[config.mk]
export PLATFORM = sky130hd
export DESIGN_NAME = apb_wait_slave_flat
export DESIGN_NICKNAME = d
export VERILOG_FILES = /design/src/rtl/apb_pkg.sv /design/src/rtl/apb_wait_slave_if.sv /design/src/rtl/apb_regfile.sv /design/src/rtl/apb_wait_slave.sv /design/src/flat_wrapper.sv
export SDC_FILE = /design/constraint.sdc
export NUM_CORES = 2
export LEC_CHECK = 0
export CAP_MARGIN = 20
export CORE_MARGIN = 10
export CORE_UTILIZATION = 55
export DETAILED_ROUTE_END_ITERATION = 8
export GPL_ROUTABILITY_DRIVEN = 0
export PLACE_DENSITY = 0.74
export SLEW_MARGIN = 20
export SYNTH_ARGS = -nofsm -noshare
export SYNTH_HDL_FRONTEND = slang
export SYNTH_SLANG_ARGS = --single-unit
[constraint.sdc]
create_clock -name Pclk -period 2.99 [get_ports Pclk]
set_input_delay 0.598 -clock Pclk [delete_from_list [all_inputs] [get_ports Pclk]]
set_output_delay 0.598 -clock Pclk [all_outputs]
set_load 0.05 [all_outputs]
[src/rtl/apb_pkg.sv]
// apb_pkg: shared types and constants for the APB wait-state completer.
//   apb_state_e       - transfer FSM states (idle / counting waits / ready)
//   CntWidth          - wait-state counter width (supports 0..15 waits)
//   APB_RDATA_DEFAULT - value driven on Prdata when no valid read data
package apb_pkg;

    typedef enum logic [1:0] {
        StIdle,
        StWait,
        StReady
    } apb_state_e;

    localparam int unsigned CntWidth          = 4;
    localparam int unsigned APB_RDATA_DEFAULT = 0;

endpackage

[src/rtl/apb_wait_slave_if.sv]
// apb_wait_slave_if: APB bus bundle between one master and the wait-state completer.
//   Psel, Penable, Pwrite, Paddr, Pwdata : master -> slave request signals
//   Prdata, Pready, Pslverr              : slave -> master response signals
// Modports: master (drives request), slave (drives response).
interface apb_wait_slave_if #(
    parameter int unsigned ADD_WIDTH = 8,
    parameter int unsigned WIDTH     = 32
) ();

    logic                 Psel;
    logic                 Penable;
    logic                 Pwrite;
    logic [ADD_WIDTH-1:0] Paddr;
    logic [WIDTH-1:0]     Pwdata;
    logic [WIDTH-1:0]     Prdata;
    logic                 Pready;
    logic                 Pslverr;

    modport master (
        output Psel, Penable, Pwrite, Paddr, Pwdata,
        input  Prdata, Pready, Pslverr
    );

    modport slave (
        input  Psel, Penable, Pwrite, Paddr, Pwdata,
        output Prdata, Pready, Pslverr
    );

endinterface

[src/rtl/apb_regfile.sv]
// apb_regfile: DEPTH x WIDTH register array.
//   clk_i   - clock
//   clr_i   - synchronous clear of every entry (wins over a write)
//   we_i    - write enable; waddr_i/wdata_i written on the rising edge
//   raddr_i - asynchronous read address, rdata_o - read data
module apb_regfile #(
    parameter int unsigned  DEPTH = 64,
    parameter int unsigned  WIDTH = 32,
    localparam int unsigned IdxW  = (DEPTH > 1) ? $clog2(DEPTH) : 1
) (
    input  logic             clk_i,
    input  logic             clr_i,
    input  logic             we_i,
    input  logic [IdxW-1:0]  waddr_i,
    input  logic [WIDTH-1:0] wdata_i,
    input  logic [IdxW-1:0]  raddr_i,
    output logic [WIDTH-1:0] rdata_o
);

    logic [WIDTH-1:0] mem_q [DEPTH];

    always_ff @(posedge clk_i) begin
        if (clr_i) begin
            for (int i = 0; i < int'(DEPTH); i++) begin
                mem_q[i] <= '0;
            end
        end else if (we_i) begin
            mem_q[waddr_i] <= wdata_i;
        end
    end

    assign rdata_o = mem_q[raddr_i];

endmodule

[src/rtl/apb_wait_slave.sv]
// apb_wait_slave: APB completer with a word-addressed register file and a fixed
// number of wait states (WAIT_CYCLES) inserted before Pready.
//   Pclk    - clock, rising edge
//   Presetn - synchronous, active-high reset (name kept from the bus codebase)
//   bus     - apb_wait_slave_if.slave: Psel/Penable/Pwrite/Paddr/Pwdata in,
//             Prdata/Pready/Pslverr out (all outputs registered)
// Optional feature: define APB_SLVERR_EN to report out-of-range accesses on
// Pslverr; otherwise Pslverr is tied low and such accesses are silently dropped.
module apb_wait_slave
    import apb_pkg::*;
#(
    parameter int unsigned ADD_WIDTH   = 8,
    parameter int unsigned WIDTH       = 32,
    parameter int unsigned DEPTH       = 64,
    parameter int unsigned WAIT_CYCLES = 2
) (
    input logic             Pclk,
    input logic             Presetn,
    apb_wait_slave_if.slave bus
);

    localparam int unsigned IdxW = (DEPTH > 1) ? $clog2(DEPTH) : 1;

    apb_state_e           state_q, state_d;
    logic [CntWidth-1:0]  cnt_q, cnt_d;
    logic                 write_q, write_d;
    logic [ADD_WIDTH-1:0] addr_q, addr_d;
    logic [WIDTH-1:0]     wdata_q, wdata_d;
    logic                 err_q, err_d;
    logic                 pready_q, pready_d;
    logic [WIDTH-1:0]     prdata_q, prdata_d;
    logic [WIDTH-1:0]     rd_data;
    logic                 setup, access, commit;

    assign setup  = bus.Psel && !bus.Penable;
    assign access = bus.Psel && bus.Penable;
    assign commit = (state_q == StReady) && access && write_q && !err_q;

    // State / request / counter register.
    always_ff @(posedge Pclk) begin
        if (Presetn) begin
            state_q <= StIdle;
            cnt_q   <= '0;
            write_q <= 1'b0;
            addr_q  <= '0;
            wdata_q <= '0;
            err_q   <= 1'b0;
        end else begin
            state_q <= state_d;
            cnt_q   <= cnt_d;
            write_q <= write_d;
            addr_q  <= addr_d;
            wdata_q <= wdata_d;
            err_q   <= err_d;
        end
    end

    // Next-state logic. The request is captured once in setup; the bus address
    // and data are not looked at again until the FSM is back in idle.
    always_comb begin
        state_d = state_q;
        cnt_d   = cnt_q;
        write_d = write_q;
        addr_d  = addr_q;
        wdata_d = wdata_q;
        err_d   = err_q;
        unique case (state_q)
            StIdle: begin
                if (setup) begin
                    write_d = bus.Pwrite;
                    addr_d  = bus.Paddr;
                    wdata_d = bus.Pwdata;
                    if (WAIT_CYCLES == 0) begin
                        state_d = StReady;
                        cnt_d   = '0;
                    end else begin
                        state_d = StWait;
                        cnt_d   = CntWidth'(WAIT_CYCLES);
                    end
                end
                err_d = (33'(addr_d) >= 33'(DEPTH));
            end
            StWait: begin
                if (!bus.Psel) begin
                    state_d = StIdle;
                    cnt_d   = '0;
                end else if (bus.Penable) begin
                    cnt_d = cnt_q - 1'b1;
                    if (cnt_q == CntWidth'(1)) begin
                        state_d = StReady;
                    end
                end
            end
            StReady: begin
                // Completion (Psel & Penable) and abort (!Psel) both end in idle.
                if (!bus.Psel || bus.Penable) begin
                    state_d = StIdle;
                end
            end
            default: state_d = StIdle;
        endcase
    end

    // Output logic: computed from next state so the bus outputs are registered.
    always_comb begin
        pready_d = (state_d == StReady);
        prdata_d = WIDTH'(APB_RDATA_DEFAULT);
        if ((state_d == StReady) && !write_d && !err_d) begin
            prdata_d = rd_data;
        end
    end

    always_ff @(posedge Pclk) begin
        if (Presetn) begin
            pready_q <= 1'b0;
            prdata_q <= '0;
        end else begin
            pready_q <= pready_d;
            prdata_q <= prdata_d;
        end
    end

    assign bus.Pready = pready_q;
    assign bus.Prdata = prdata_q;

`ifdef APB_SLVERR_EN
    logic pslverr_q;

    always_ff @(posedge Pclk) begin
        if (Presetn) begin
            pslverr_q <= 1'b0;
        end else begin
            pslverr_q <= (state_d == StReady) && err_d;
        end
    end

    assign bus.Pslverr = pslverr_q;
`else
    assign bus.Pslverr = 1'b0;
`endif

    apb_regfile #(
        .DEPTH (DEPTH),
        .WIDTH (WIDTH)
    ) u_regfile (
        .clk_i   (Pclk),
        .clr_i   (Presetn),
        .we_i    (commit),
        .waddr_i (addr_q[IdxW-1:0]),
        .wdata_i (wdata_q),
        .raddr_i (addr_d[IdxW-1:0]),
        .rdata_o (rd_data)
    );

endmodule

[src/flat_wrapper.sv]
// flat-port wrapper written by rule: the top's interface ports become plain ports
module apb_wait_slave_flat import apb_pkg::*;
#(
    parameter int unsigned ADD_WIDTH   = 8,
    parameter int unsigned WIDTH       = 32,
    parameter int unsigned DEPTH       = 64,
    parameter int unsigned WAIT_CYCLES = 2
)
  (Pclk, Presetn, bus_Psel, bus_Penable, bus_Pwrite, bus_Paddr, bus_Pwdata, bus_Prdata, bus_Pready, bus_Pslverr);
  apb_wait_slave_if #(.ADD_WIDTH(ADD_WIDTH), .WIDTH(WIDTH)) bus_i ();
  input logic Pclk;
  input logic Presetn;
  input wire logic [$bits(bus_i.Psel)-1:0] bus_Psel;
  input wire logic [$bits(bus_i.Penable)-1:0] bus_Penable;
  input wire logic [$bits(bus_i.Pwrite)-1:0] bus_Pwrite;
  input wire logic [$bits(bus_i.Paddr)-1:0] bus_Paddr;
  input wire logic [$bits(bus_i.Pwdata)-1:0] bus_Pwdata;
  output wire logic [$bits(bus_i.Prdata)-1:0] bus_Prdata;
  output wire logic [$bits(bus_i.Pready)-1:0] bus_Pready;
  output wire logic [$bits(bus_i.Pslverr)-1:0] bus_Pslverr;
  assign bus_i.Psel = bus_Psel;
  assign bus_i.Penable = bus_Penable;
  assign bus_i.Pwrite = bus_Pwrite;
  assign bus_i.Paddr = bus_Paddr;
  assign bus_i.Pwdata = bus_Pwdata;
  assign bus_Prdata = bus_i.Prdata;
  assign bus_Pready = bus_i.Pready;
  assign bus_Pslverr = bus_i.Pslverr;
  apb_wait_slave #(.ADD_WIDTH(ADD_WIDTH), .WIDTH(WIDTH), .DEPTH(DEPTH), .WAIT_CYCLES(WAIT_CYCLES)) u_core (.Pclk(Pclk), .Presetn(Presetn), .bus(bus_i));
endmodule
==> flow_summary.ini <==
[clock_tree]
root_buffer = clkbuf_16
clockBufferDepth = 3
cts_tree = yes
clock_sinks = 2129
h-tree-depth = 4
clkSlewWorstSetupHoldPaths_ns = 0.06
clk_latency_ns = 0.90
numCtsBuffers = 214

[critical_path]
start_kind = flip-flop
cp.arrival_ns = 4.24
crit_required_ns = 3.76
crit_fanout = 12
cp_slowest_stage_delay_ns = 0.38
cp-end-kind = flip-flop
path_buf_inv = 8
path_cells = nor4b_4 > buf_12 > buf_12 > mux2i_4 > buf_4 > buf_6 > buf_12 > nor2_4 > buf_12 > buf_4 > buf_4 > a22oi_2 > a21oi_4 > a221o_1
path_common_cell = buf_12
crit_type = flip-flop to flip-flop
cp_slowest_cell = mux2i_4
cpLargestDelayFamily = buffers and inverters
rrSetupSlack_ns = -0.48

[yosys]
synthArstFlopShare = 0
synth-edff-count = 2048
seq_area_frac_synth = 0.647
syn_avg_cell_area_um2 = 11.7
syn-num-nets = 8358
synth-main-ff-cell = edfxtp_1
synth_cell_types = 65
netlist_instances = 8311
syn_area_um2 = 97600
ys_warn_count = 0
ys_seq_elements = 2129

[layout]
num-nets-final = 8971
layoutNonFillerInstCount = 11475
mostFrequentLayoutCells = and2_1 (2049), edfxtp_1 (2048), nand2_1 (1624), buf_4 (747), nand3_1 (488)
syn2layout_area_growth_pct = 22.1
stdcell_area_um2 = 119000
layout_commonest_cell = and2_1
drive_gt1_frac = 0.211

[floorplanning]
pin_count = 79
dieArea_um2 = 195000
dieWidth_um = 441
initial_core_util = 0.553
core_area_um2 = 176000
die_h_um = 441
fp-row-count = 154

[drt]
drc_errors = 0
vias = 74438
post_drt_wl_per_cell_um = 31.1
antenna_left = 0
drt-total-wl_um = 357000
first_pass_iters = 9
detail_route.iter0.violations = 13909
drt-vias-per-instance = 6.49

[timing]
fin_skew_ns = 0.0424
relSlewSlack = 0.204
rsz0062_at_grt = true
worst_pin_slew_ns = 1.19
fmax_mhz = 289
layout_setup_ws_ns = -0.475
finalSetupViolations = 33
whs_ns = 0.153
period_needed_ns = 3.47
slew_violations = 0
finalCritPeriodShare = 1.16
hold_viol = 0
tns_ns = -11.21

[place]
postPlaceCellArea_um2 = 108000
io_buffers = 77
dp.cells = 10933
place.detailed.hpwl_um = 227000

[global_route]
grt_pass1_vias = 70542
grt.total_usage = 0.356
grt_max_degree = 87
grt_pass1_wl_um = 500000
grt.overflow.total = 0
antenna_found_initial = 35

[power_and_ir_drop]
leakagePower_uw = 0.0453
power.total_uw = 68900
pwr_density_cell_nw_per_um2 = 578
ir_worst_vdd_mv = 0.537

[outcome]
status = finished with violations
violations = setup timing

[job]
maxCapViolCount = 0

[hold_path]
hold_path.class = input pin to flip-flop
[final timing paths]
path | cells after the start | endpoint | from
max | 14 | u_core.bus.Prdata[21]$_SDFF_PP0_ | u_core.state_q[0]$_SDFF_PP0_
min | 4 | u_core.state_q[1]$_SDFF_PP0_ | Presetn
max reg2reg | 14 | u_core.bus.Prdata[21]$_SDFF_PP0_ | u_core.state_q[0]$_SDFF_PP0_
min reg2reg | 2 | u_core.addr_q[7]$_SDFFE_PP0P_ | u_core.addr_q[7]$_SDFFE_PP0P_
[cell type report]
type                       count  area, um^2
antenna                       27        67.6
sequential                  2129       63200
fill                       11873       57100
tap                         2340        2930
clock buffer                 283        5760
timing repair buffer        1180       13000
inverter                       2        7.51
multi-input combinational   5397       33100
clock inverter               117        1080
[registers in the layout (all words and copies together), names as in the netlist]
signal and flops:
u_core.addr_q 8, u_core.bus.Prdata 32, u_core.bus.Pready 1, u_core.cnt_q 4, u_core.err_q 1, u_core.state_q 2, u_core.u_regfile.mem_q 2048, u_core.wdata_q 32
u_core.write_q 1
[synth_stat cells, types with 7 or more instances]
library cell	number	area share
buf_2	190	0.0097
buf_4	43	0.0033
a2111oi_0	8	0.00072
nor3_1	11	0.00056
a221oi_1	14	0.0013
a32oi_1	55	0.0049
a31oi_1	133	0.0085
o211ai_1	8	0.00062
or4_1	7	0.00054
o31ai_1	13	0.0010
mux2i_1	96	0.0098
a32o_1	13	0.0013
a22oi_1	15	0.0012
and2_1	2049	0.13
and3_1	113	0.0072
a311oi_1	69	0.0062
nand2_1	1632	0.063
o2111ai_1	16	0.0014
a21oi_1	164	0.0084
nor2_1	130	0.0050
buf_6	14	0.0016
dfxtp_1	81	0.017
mux4_2	85	0.020
nand4_1	24	0.0015
o21ai_0	27	0.0014
o311ai_0	10	0.00090
or3_1	12	0.00077
buf_1	25	0.00096
o22ai_1	30	0.0019
nand3_1	499	0.026
nor4_1	11	0.00071
clkbuf_1	513	0.020
or2_2	66	0.0042
edfxtp_1	2048	0.63
[report_power, final]
group	total, uW	switching, uW	internal, uW
sequential	34000	510	33500
clock	26600	12000	14600
combinational	8320	5280	3030
[worst register-to-register path, cell delays in order (launching register included)]
cell	delay, ns
dfxtp_2	0.33
nor4b_4	0.31
buf_12	0.20
buf_12	0.16
mux2i_4	0.38
buf_4	0.18
buf_6	0.15
buf_12	0.20
nor2_4	0.10
buf_12	0.15
buf_4	0.20
buf_4	0.19
a22oi_2	0.33
a21oi_4	0.18
a221o_1	0.31
[cell families after synthesis]
logic type / count (synthesis) / share of synthesized area
buf+inv: 787 / 0.0354
fa+ha+maj: 2 / 0.000256
compound gates: 625 / 0.0443
mux: 189 / 0.0307
simple gates: 4574 / 0.242
xor+xnor: 4 / 0.000359
other cells: 1 / 0.0000384
flops: 2129 / 0.647
[stage by stage]
stage | utilization | setup WS, ns
global placement | 0.615 | -3.59
floorplan | - | 0.0575
finish | 0.676 | -0.475
detailed placement | 0.615 | -1.62
CTS | 0.668 | -0.270
global route | 0.676 | -0.563
[routing by layer]
| metal | vias to the layer above | part of all wire | GRT usage |
|---|---|---|---|
| met5 | - | 0.00046 | 0 |
| met4 | 20 | 0.081 | 0.242 |
| met3 | 1342 | 0.17 | 0.140 |
| met2 | 6554 | 0.42 | 0.500 |
| met1 | 36315 | 0.33 | 0.453 |
| li1 | 30207 | - | - |
[timing repair]
action,CTS,global route
hold buffers,0,0
buffers inserted,70,38
resized for setup,316,194
endpoints found under the setup margin,35,107
gates cloned,17,6
pin swaps,66,70
No activity file was read; power rests on OpenSTA's default activity.
